`src/rtl/core_pkg.sv`:
```
// Shared core definitions: datapath width, canonical NOP and boot address.
package core_pkg;
  localparam int          XLEN            = 32;
  localparam logic [31:0] NOP_INST        = 32'h0000_0013;  // addi x0,x0,0
  localparam logic [31:0] DEF_RESET_ADDR  = 32'h0000_0000;

  // Word-align a byte address.
  function automatic logic [XLEN-1:0] word_align(input logic [XLEN-1:0] a);
    return {a[XLEN-1:2], 2'b00};
  endfunction
endpackage

```
`src/rtl/fetch_stage.sv`:
```
// Instruction fetch: PC generation, synchronous-read imem drive and IF/ID register.
// One request is always in flight behind issue_pc; a halt freezes everything
// and drops ren so the memory keeps presenting the in-flight word.
module fetch_stage
  import core_pkg::*;
#(
  parameter logic [XLEN-1:0] RESET_ADDR = DEF_RESET_ADDR
) (
  input  logic            i_clk,
  input  logic            i_rst,
  input  logic            i_halt,
  input  logic            i_redirect,
  input  logic [XLEN-1:0] i_redirect_pc,
  output logic            o_imem_ren,
  output logic [XLEN-1:0] o_imem_raddr,
  input  logic [XLEN-1:0] i_imem_rdata,
  output logic            o_id_valid,
  output logic [XLEN-1:0] o_id_inst,
  output logic [XLEN-1:0] o_id_pc,
  output logic [XLEN-1:0] o_id_pc4,
  output logic            o_flush
);

  logic [XLEN-1:0] issue_pc;
  logic [XLEN-1:0] inflight_pc;
  logic            inflight_valid;
  logic [XLEN-1:0] id_inst;
  logic [XLEN-1:0] id_pc;
  logic            id_valid;
  logic [XLEN-1:0] target;

  assign target       = word_align(i_redirect_pc);
  assign o_imem_raddr = i_redirect ? target : issue_pc;
  assign o_imem_ren   = !i_rst && (i_redirect || !i_halt);
  assign o_flush      = i_redirect;

  assign o_id_valid = id_valid;
  assign o_id_inst  = id_inst;
  assign o_id_pc    = id_pc;
  assign o_id_pc4   = id_pc + 32'd4;

  // Fetch state and IF/ID register: reset > redirect > halt > advance.
  always_ff @(posedge i_clk) begin
    if (i_rst) begin
      issue_pc       <= RESET_ADDR;
      inflight_pc    <= '0;
      inflight_valid <= 1'b0;
      id_inst        <= NOP_INST;
      id_pc          <= '0;
      id_valid       <= 1'b0;
    end else if (i_redirect) begin
      // Wrong-path word on rdata is dropped; target request goes out now.
      id_valid       <= 1'b0;
      id_inst        <= NOP_INST;
      inflight_pc    <= target;
      inflight_valid <= 1'b1;
      issue_pc       <= target + 32'd4;
    end else if (!i_halt) begin
      id_inst        <= inflight_valid ? i_imem_rdata : NOP_INST;
      id_pc          <= inflight_pc;
      id_valid       <= inflight_valid;
      inflight_pc    <= issue_pc;
      inflight_valid <= 1'b1;
      issue_pc       <= issue_pc + 32'd4;
    end
  end

endmodule

```
`config.mk`:
```
export PLATFORM = sky130hd
export DESIGN_NAME = fetch_stage
export DESIGN_NICKNAME = d
export VERILOG_FILES = /design/src/rtl/core_pkg.sv /design/src/rtl/fetch_stage.sv
export SDC_FILE = /design/constraint.sdc
export NUM_CORES = 1
export LEC_CHECK = 0
export CAP_MARGIN = 40
export CORE_UTILIZATION = 42
export DETAILED_ROUTE_END_ITERATION = 10
export PLACE_DENSITY_LB_ADDON = 0.12
export SYNTH_ARGS = -nofsm -noshare
export SYNTH_HDL_FRONTEND = slang
export SYNTH_SLANG_ARGS = --single-unit
```
`constraint.sdc`:
```
create_clock -name i_clk -period 3.2 [get_ports i_clk]
set_input_delay 0.48 -clock i_clk [delete_from_list [all_inputs] [get_ports i_clk]]
set_output_delay 0.48 -clock i_clk [all_outputs]
set_load 0.05 [all_outputs]
```
Word-level counts from Yosys, hierarchy flattened
Index checks and enable logic that the tools add are counted.

Register bits: 130. Input bits: 68. Word-level logic and storage cells: 27.

$add $sub $neg: 3. Equal/unequal tests: 1. Multiplexer cells: 8. Bitwise logic cells: 2. Reductions and logical operators: 6.

Operator list (count): two-way mux 32 bit (6); adder 32 x 3 -> 32 bit, second input constant (3); zero test 1 bit (2); two-way mux 1 bit (2); != test 2 x 1 -> 1 bit, second input constant (1); inverter 1 bit (2); AND reduction 2 bit (1); OR reduction 2 bit (1); logical AND 1 bit (1); logical OR 1 bit (1).

Longest topological paths before layout
Depth in word-level cells: 3. Mapped depth: 12. Gate-level depth less buffers: 7.

Worst setup path before layout
Ideal clock, no wire load.

Kind: input to register. From: in i_redirect. To: reg issue_pc[26]. Library setup time: 118 ps. Arrival: 3553 ps. Data required time: 3082 ps. Setup slack: -471 ps. Stages: 12. Path buffers: 5. Cell sequence: buf_6 -> buf_4 -> buf_2 -> buf_2 -> buf_2 -> mux2_2 -> ha_1 -> nand4b_1 -> a22oi_1 -> nand4_1 -> or4_1 -> a32o_1.

Cells in the longest elaborated chain, start to end: 1. Elaborated cells on any way between the ends: 2. Classes of those cells: 1 x eq/ne; 1 x mux.

RTL lines: start, declared (line fetch_stage.sv:12) `input logic i_redirect,`; != test 2 x 1 -> 1 bit (no source line) or two-way mux 32 bit (tied branches); end signal, assigned (line fetch_stage.sv:57) `issue_pc <= target + 32'd4;`; end signal, assigned (line fetch_stage.sv:64) `issue_pc <= issue_pc + 32'd4;`; end, declared (line fetch_stage.sv:24) `logic [XLEN-1:0] issue_pc;`.

Parallel ways exist; a longest one is shown, timed or not. A chain may end at the register's enable or synchronous reset.

Worst setup path in the final report
From: reg id_pc[2], in the netlist o_id_pc[2]. To: out o_id_pc4[14].

Cells in the longest elaborated chain, start to end: 1.

RTL lines: start, declared (line fetch_stage.sv:28) `logic [XLEN-1:0] id_pc;`; start signal, assigned (line fetch_stage.sv:60) `id_pc <= inflight_pc;`; adder 32 x 3 -> 32 bit (line fetch_stage.sv:40) `assign o_id_pc4 = id_pc + 32'd4;`; end, declared (line fetch_stage.sv:20) `output logic [XLEN-1:0] o_id_pc4,`.

No other way between the ends.

==> results.ini <==
[route]
num_vias = 6024
wl_per_cell_um = 15.68
via_per_inst = 5.322
wl_um = 17750
drcViolationCount = 0
antenna_left = 0
drt_iter0_markers = 419
drtPass1Iterations = 5

[worst_setup_path]
cp_top_family = buffers and inverters
cp-end-kind = output pin
cp_slowest_cell = clkdlybuf4s50_1
path_max_fanout = 6
critPathBufInv = 2
critPathRequiredTime_ps = 2720
critical_path.cell_chain = ha_1, nand4_1, inv_1, and3_1, xor2_1, clkdlybuf4s50_1
r2r-start = issue_pc[2]$_SDFFE_PP0N_
worstPathArrival_ps = 2520
worstSetupStartpoint = o_id_pc[2]$_SDFFE_PP0P_
start_kind = flip-flop
slowest_delay_ps = 810
path_class = flip-flop to output pin

[timing]
max_freq_mhz = 333.0
slew_viol_final = 0
final-hold-violation-count = 0
timing.slew.headroom = 0.3913
tightest_slew_ps = 913.1
finalCritPeriodShare = 0.9384
finalSetupViolations = 0
rsz0062_at_grt = no
min_period_ps = 3003
finalClockSkew_ps = 6.169
fin_hold_ws_ps = 444.3

[placed_design]
port_buffers = 190
dpl.hpwl_um = 13070
place_congestion = 0.9082

[final_layout]
n_antenna_cell = 0
nets = 1010
area_delta_synth_final_pct = 48.83
drive_gt1_frac = 0.1208
fill_cells = 1217
post-route-util = 0.6436

[global_routing]
grt_antenna_before_repair = 0
groute.usage.overall = 0.2403
grt_max_degree = 92
grt_pass1_vias = 5550
gr-total-overflow = 0
grt_pass1_wl_um = 27840

[yosys]
synth_area_per_cell_um2 = 8.098
synth-seq-cells = 124
synth_cells = 747
synth_area_leader_cell = dfxtp_1
ys_seq_area_frac = 0.4103
synthTopCellsByArea = dfxtp_1 (41%), nand2_1 (6.5%), nor2_1 (5.6%)
syn_area_um2 = 6050
synth_top_area_share = 0.4103
synth_warnings = 0
synth_cell_types = 49

[clock_network]
cts_sinks = 124
cts_tree = done
clk_path_buf_depth = 2
clkLatencyLatePin_ps = 420
post_cts_buffers = 0
htree_levels = 4
clkTransAtPathRegs_ps = 60
cts_root_buffer = clkbuf_16
cts_buffers = 17
holdBufCountCts = 0

[floorplan]
fp.dieH_um = 122.0
ios = 199
core_area_um2 = 13990
initial_utilization = 0.4325
die_w_um = 122.0
dieArea_um2 = 14890
core.rowCount = 43

[min_path]
hp-class = flip-flop to flip-flop
min_from = inflight_pc[30]$_SDFFE_PP0N_

[pwr]
p_per_area_nw_per_um2 = 487.5
ir_drop_v = 0.0002990
p_leak_nw = 3.610

[run]
maxCapViolCount = 0

[outcome]
status = complete, no violations

## metal layers
metal,global-route usage,vias up,share of wire
met4,0.09336,0,0.019
met2,0.3679,221,0.46
met5,0,-,0
met3,0.04728,24,0.058
met1,0.3305,2794,0.47
li1,-,2985,-
## cell type report
cell class | instances | area [um2] | share of cell area
multi-input cells | 540 | 3319 | 0.3687
flip-flops and latches | 124 | 2482 | 0.2757
repair buffers | 225 | 2290 | 0.2543
clock buffers | 20 | 446.7 | 0.04961
well taps | 180 | 225.2 | 0.02501
clock inverters | 11 | 120.1 | 0.01334
inverters | 32 | 120.1 | 0.01334
## logic make-up after synthesis
group	count (synthesis)	synth area share
buffers and inverters	88	0.06473
AND/OR/NAND/NOR	313	0.2455
flip-flops	124	0.4103
adder cells (fa/ha/maj)	2	0.004136
XOR/XNOR	41	0.05936
other	1	0.0006199
multiplexers	32	0.05377
AO/OA/AOI/OAI	146	0.1615
## per-stage QoR
stage / setup TNS [ps] / worst slack [ps] / cells / total power [mW] / cell area (um2)
after floorplan: -62.75 / -62.75 / 752 / 2.240 / 6187
after global placement: 0 / 326.5 / 1100 / 2.558 / 8408
after detailed placement: 0 / 230.6 / 1101 / 2.575 / 8423
after CTS: 0 / 53.13 / 1132 / 4.416 / 8990
after global routing: 0 / 46.21 / 1132 / 4.550 / 9004
final: 0 / 197.2 / 1132 / 4.389 / 9004
## synth_stat cells (all sizes together)
| master | count |
|---|---|
| nor2b | 3 |
| a21o | 3 |
| nand3b | 23 |
| and4 | 2 |
| or3 | 4 |
| and3 | 4 |
| a211oi | 32 |
| dfxtp | 124 |
| o311ai | 3 |
| o22ai | 3 |
| o31a | 1 |
| o211ai | 7 |
| nor4 | 3 |
| a21oi | 40 |
| a32o | 1 |
| xnor2 | 34 |
| nor2 | 90 |
| ha | 2 |
| mux2 | 4 |
| o41ai | 1 |
| or2 | 2 |
| clkinv | 1 |
| conb | 1 |
| o21ai | 13 |
| nand4b | 4 |
| buf | 18 |
| nand3 | 36 |
| a22oi | 35 |
| a222oi | 2 |
| nand2 | 105 |
| nor4b | 1 |
| nand2b | 3 |
| clkbuf | 38 |
| inv | 31 |
| o31ai | 2 |
| a221oi | 1 |
| mux2i | 28 |
| nor3 | 10 |
| or4 | 7 |
| xor2 | 7 |
| a31oi | 2 |
| and2 | 2 |
| nand4 | 14 |
## worst min-delay path, stage by stage (launching register included)
cell and delay, ps:
dfxtp_1 300, nand2_1 50, a21oi_1 50
## where the power goes
part | leakage [nW] | internal, mW | switching [mW]
sequential | 1.01 | 1.62 | 0.0627
combinational | 2.32 | 0.330 | 0.530
clock | 0.272 | 1.16 | 0.686
## sequential cells by signal, summed over array words and instances (netlist names)
signal          cells
inflight_pc        30
inflight_valid      1
issue_pc           30
o_id_inst          32
o_id_pc            30
o_id_valid          1
## cell usage in the layout (no fill, tap or decap), types with 7 or more instances in the layout
master / count
nor2_1: 89
o211ai_1: 7
buf_4: 42
mux2i_1: 28
nand3b_1: 22
nand3_1: 35
dfxtp_1: 124
xnor2_1: 22
a21oi_1: 40
a22oi_1: 34
or4_1: 7
o21ai_0: 13
nor3_1: 10
clkbuf_16: 17
a211oi_1: 31
xnor2_2: 12
inv_1: 31
nand4_1: 14
buf_12: 14
clkdlybuf4s50_1: 163
nand2_1: 105
xor2_1: 7
## final timing paths
path | cells after the start | slack [ps] | end
setup / recovery | 6 | 200 | o_id_pc4[14]
hold / removal | 2 | 440 | o_id_pc[30]$_SDFFE_PP0P_
setup reg to reg | 7 | 900 | issue_pc[22]$_SDFFE_PP0N_
hold reg to reg | 2 | 440 | o_id_pc[30]$_SDFFE_PP0P_
## repair_timing
action / 4_1_cts / 5_1_grt
setup endpoints to repair: 0 / 6
endpoints found under the hold margin: 0 / 0
resized for setup: 0 / 4
Note: power is estimated with default switching activity, not from simulation.
==> RTL edit, RTL diff (config.mk and constraints unchanged) <==
Register the output `o_id_pc4`, with the module's reset; this adds one clock of latency there. The other outputs are not delayed to match.
--- a/src/rtl/fetch_stage.sv
+++ b/src/rtl/fetch_stage.sv
@@ -37,7 +37,13 @@
   assign o_id_valid = id_valid;
   assign o_id_inst  = id_inst;
   assign o_id_pc    = id_pc;
-  assign o_id_pc4   = id_pc + 32'd4;
+  always_ff @(posedge i_clk) begin
+    if (i_rst) begin
+      o_id_pc4 <= '0;
+    end else begin
+      o_id_pc4 <= id_pc + 32'd4;
+    end
+  end
 
   // Fetch state and IF/ID register: reset > redirect > halt > advance.
   always_ff @(posedge i_clk) begin
Behaviour: not the same (a bounded check fails within 4 cycles, from zero or initial values and one cycle with i_rst high).
==> RTL edit against the original RTL <==
- power is 15% higher
- combinational power down 6.0%
- first-iteration DRC count down 2.4%
- sequential cell count up 30
- worst setup slack improved by 0.23 ns
- design area rose by 6.4%
- synthesized area grew 12%
- critical path depth decreased by 2
- register-to-register slack worse by 0.05 ns
- wire length increased by 5.8%
- critical endpoint is now o_imem_raddr[25]
- largest cell class unchanged
==> RTL edit: results (changes against the original RTL) <==
stage;metric;value;unit;change
clock_network;Clock Root Buffer;clkbuf_16;;unchanged
cells_and_area;Final #Nets;1064;;was 1,010
outcome;outcome;complete, no violations;;unchanged
cells_and_area;max reg flops;32;;unchanged
logic_synthesis;async set-or-reset flop fraction in the synthesized netlist;0;%;unchanged
global_routing;initial antenna violation count;0;;unchanged
critical_path;CP max FO;71;;was 6
logic_synthesis;most instantiated cells after synthesis;dfxtp_1 (154), nand2_1 (116), nor2_1 (106);;was dfxtp_1 (124), nand2_1 (105), nor2_1 (90)
critical_path;end of the critical path;o_imem_raddr[25];;was o_id_pc4[14]
hold_path;Worst Hold Depth;2;;unchanged
timing;clock skew;0.00693;ns;was 0.00617 ns
critical_path;worst reg2reg setup slack;0.85;ns;was 0.90 ns
critical_path;crit path from;i_redirect;;was o_id_pc[2]
clock_network;CTS max path bufs;2;;unchanged
clock_network;# H-tree levels;4;;unchanged
placement;DP HPWL;13300;um;was 13,100 um
power;Switching Share;27.7;%;was 29.1%
logic_synthesis;post-synthesis sequential area ratio;45.7;%;was 41.0%
clock_network;# Post-CTS Setup Buffers;0;;unchanged
power;VDD IR-drop max;396;uV;was 299 uV
global_routing;global-route wire length before repair;28800;um;was 27,800 um
clock_network;Num CTS Buffers;17;;unchanged
hold_path;HP Start;i_rst;;was inflight_pc[30]
critical_path;RR Startpoint;issue_pc[2];;unchanged
clock_network;Gates resized, CTS repair;0;;unchanged
cells_and_area;fraction of layout cells with a size suffix above 1;8.14;%;was 12.1%
hold_path;Hold Crit Class;in2reg;;was reg2reg
clock_network;clock-pin slew on the worst setup and hold paths;0.06;ns;about the same
placement;GP Congestion;0.878;;was 0.908
cells_and_area;Antenna diodes;0;;unchanged
routing;initial drt markers;409;;was 419
clock_network;Worst-Skew Late Latency;0.43;ns;
cells_and_area;fillers;1427;;was 1,217
global_routing;overall routing resource usage;22.4;%;was 24.0%
routing;Post-Route WL;18800;um;was 17,800 um
logic_synthesis;Yosys warning count;0;;unchanged
timing;WHS;0.422;ns;was 0.444 ns
critical_path;arrival time at the worst endpoint;2.29;ns;was 2.52 ns
timing;max_slew headroom;54.7;%;was 39.1%
critical_path;reg2reg path depth;7;;unchanged
global_routing;pin count of the biggest net entering global routing;85;;was 92
hold_path;WHS Endpoint;o_id_pc4[28];;was o_id_pc[30]
placement;placed inst area;8940;um2;was 8420 um2
placement;Post-Place Setup Slack;0.271;ns;was 0.231 ns
routing;DR vias;6338;;was 6,024
logic_synthesis;leading post-synthesis cells by cell area;dfxtp_1 (46%), nand2_1 (6.5%), nor2_1 (5.9%);;was dfxtp_1 (41%), nand2_1 (6.5%), nor2_1 (5.6%)
global_routing;vias in the first global route;5555;;was 5,550
critical_path;Worst R2R End;issue_pc[30];;was issue_pc[22]
logic_synthesis;Yosys cell types;54;;was 49
routing;Pre-antenna DRT Iters;8;;was 5
power;Leak;3.61;nW;about the same
placement;Port Buf Inserts;190;;unchanged
## RTL edit: worst max-delay path, cell delays in order
cell and delay (ns):
buf_2 0.15, buf_12 0.21, o21ai_0 0.49, clkdlybuf4s50_1 0.91
## RTL edit: final cells by class
class / count / area (um2) / area share, %
tap: 211 / 264 / 2.76
inverter: 34 / 128 / 1.33
multi-input combinational: 569 / 3310 / 34.6
clock buffer: 19 / 453 / 4.73
sequential: 154 / 3080 / 32.2
timing repair buffer: 218 / 2150 / 22.5
clock inverter: 13 / 189 / 1.97
## RTL edit: power groups by stage
stage | clock [mW] | sequential [mW] | combinational (mW)
after floorplan | 0 | 2.18 | 0.415
after detailed placement | 0 | 2.11 | 0.806
after CTS | 2.21 | 2.06 | 0.809
final | 2.19 | 2.06 | 0.808
after global routing | 2.29 | 2.08 | 0.860
after global placement | 0 | 2.10 | 0.796
## RTL edit: cells by family (layout without fill, tap and decap cells)
group | after synthesis | in the layout | synth area share (%)
AOI/OAI and AO/OA | 158 | 158 | 15.8
buffers and inverters | 91 | 284 | 5.67
DFF | 154 | 154 | 45.7
adders and majority gates | 2 | 2 | 0.371
and+or+nand+nor | 343 | 343 | 24.1
other | 1 | 6 | 0.0556
muxes | 24 | 24 | 3.65
xor gates and xnor gates | 36 | 36 | 4.67
## RTL edit: metal layers
metal / wire, um / vias up / track usage [%]
met5: 0 / - / 0
li1: - / 3206 / -
met4: 322 / 0 / 9.41
met1: 9080 / 2915 / 31.5
met2: 8450 / 194 / 33.1
met3: 932 / 23 / 4.57
## RTL edit: through the flow
stage / std cells / total power, mW / utilization, %
after floorplan: 814 / 2.60 / -
after global placement: 1185 / 2.90 / 57.8
after detailed placement: 1186 / 2.91 / 57.9
after CTS: 1218 / 5.09 / 62.1
after global routing: 1218 / 5.22 / 62.1
final: 1218 / 5.06 / 62.1
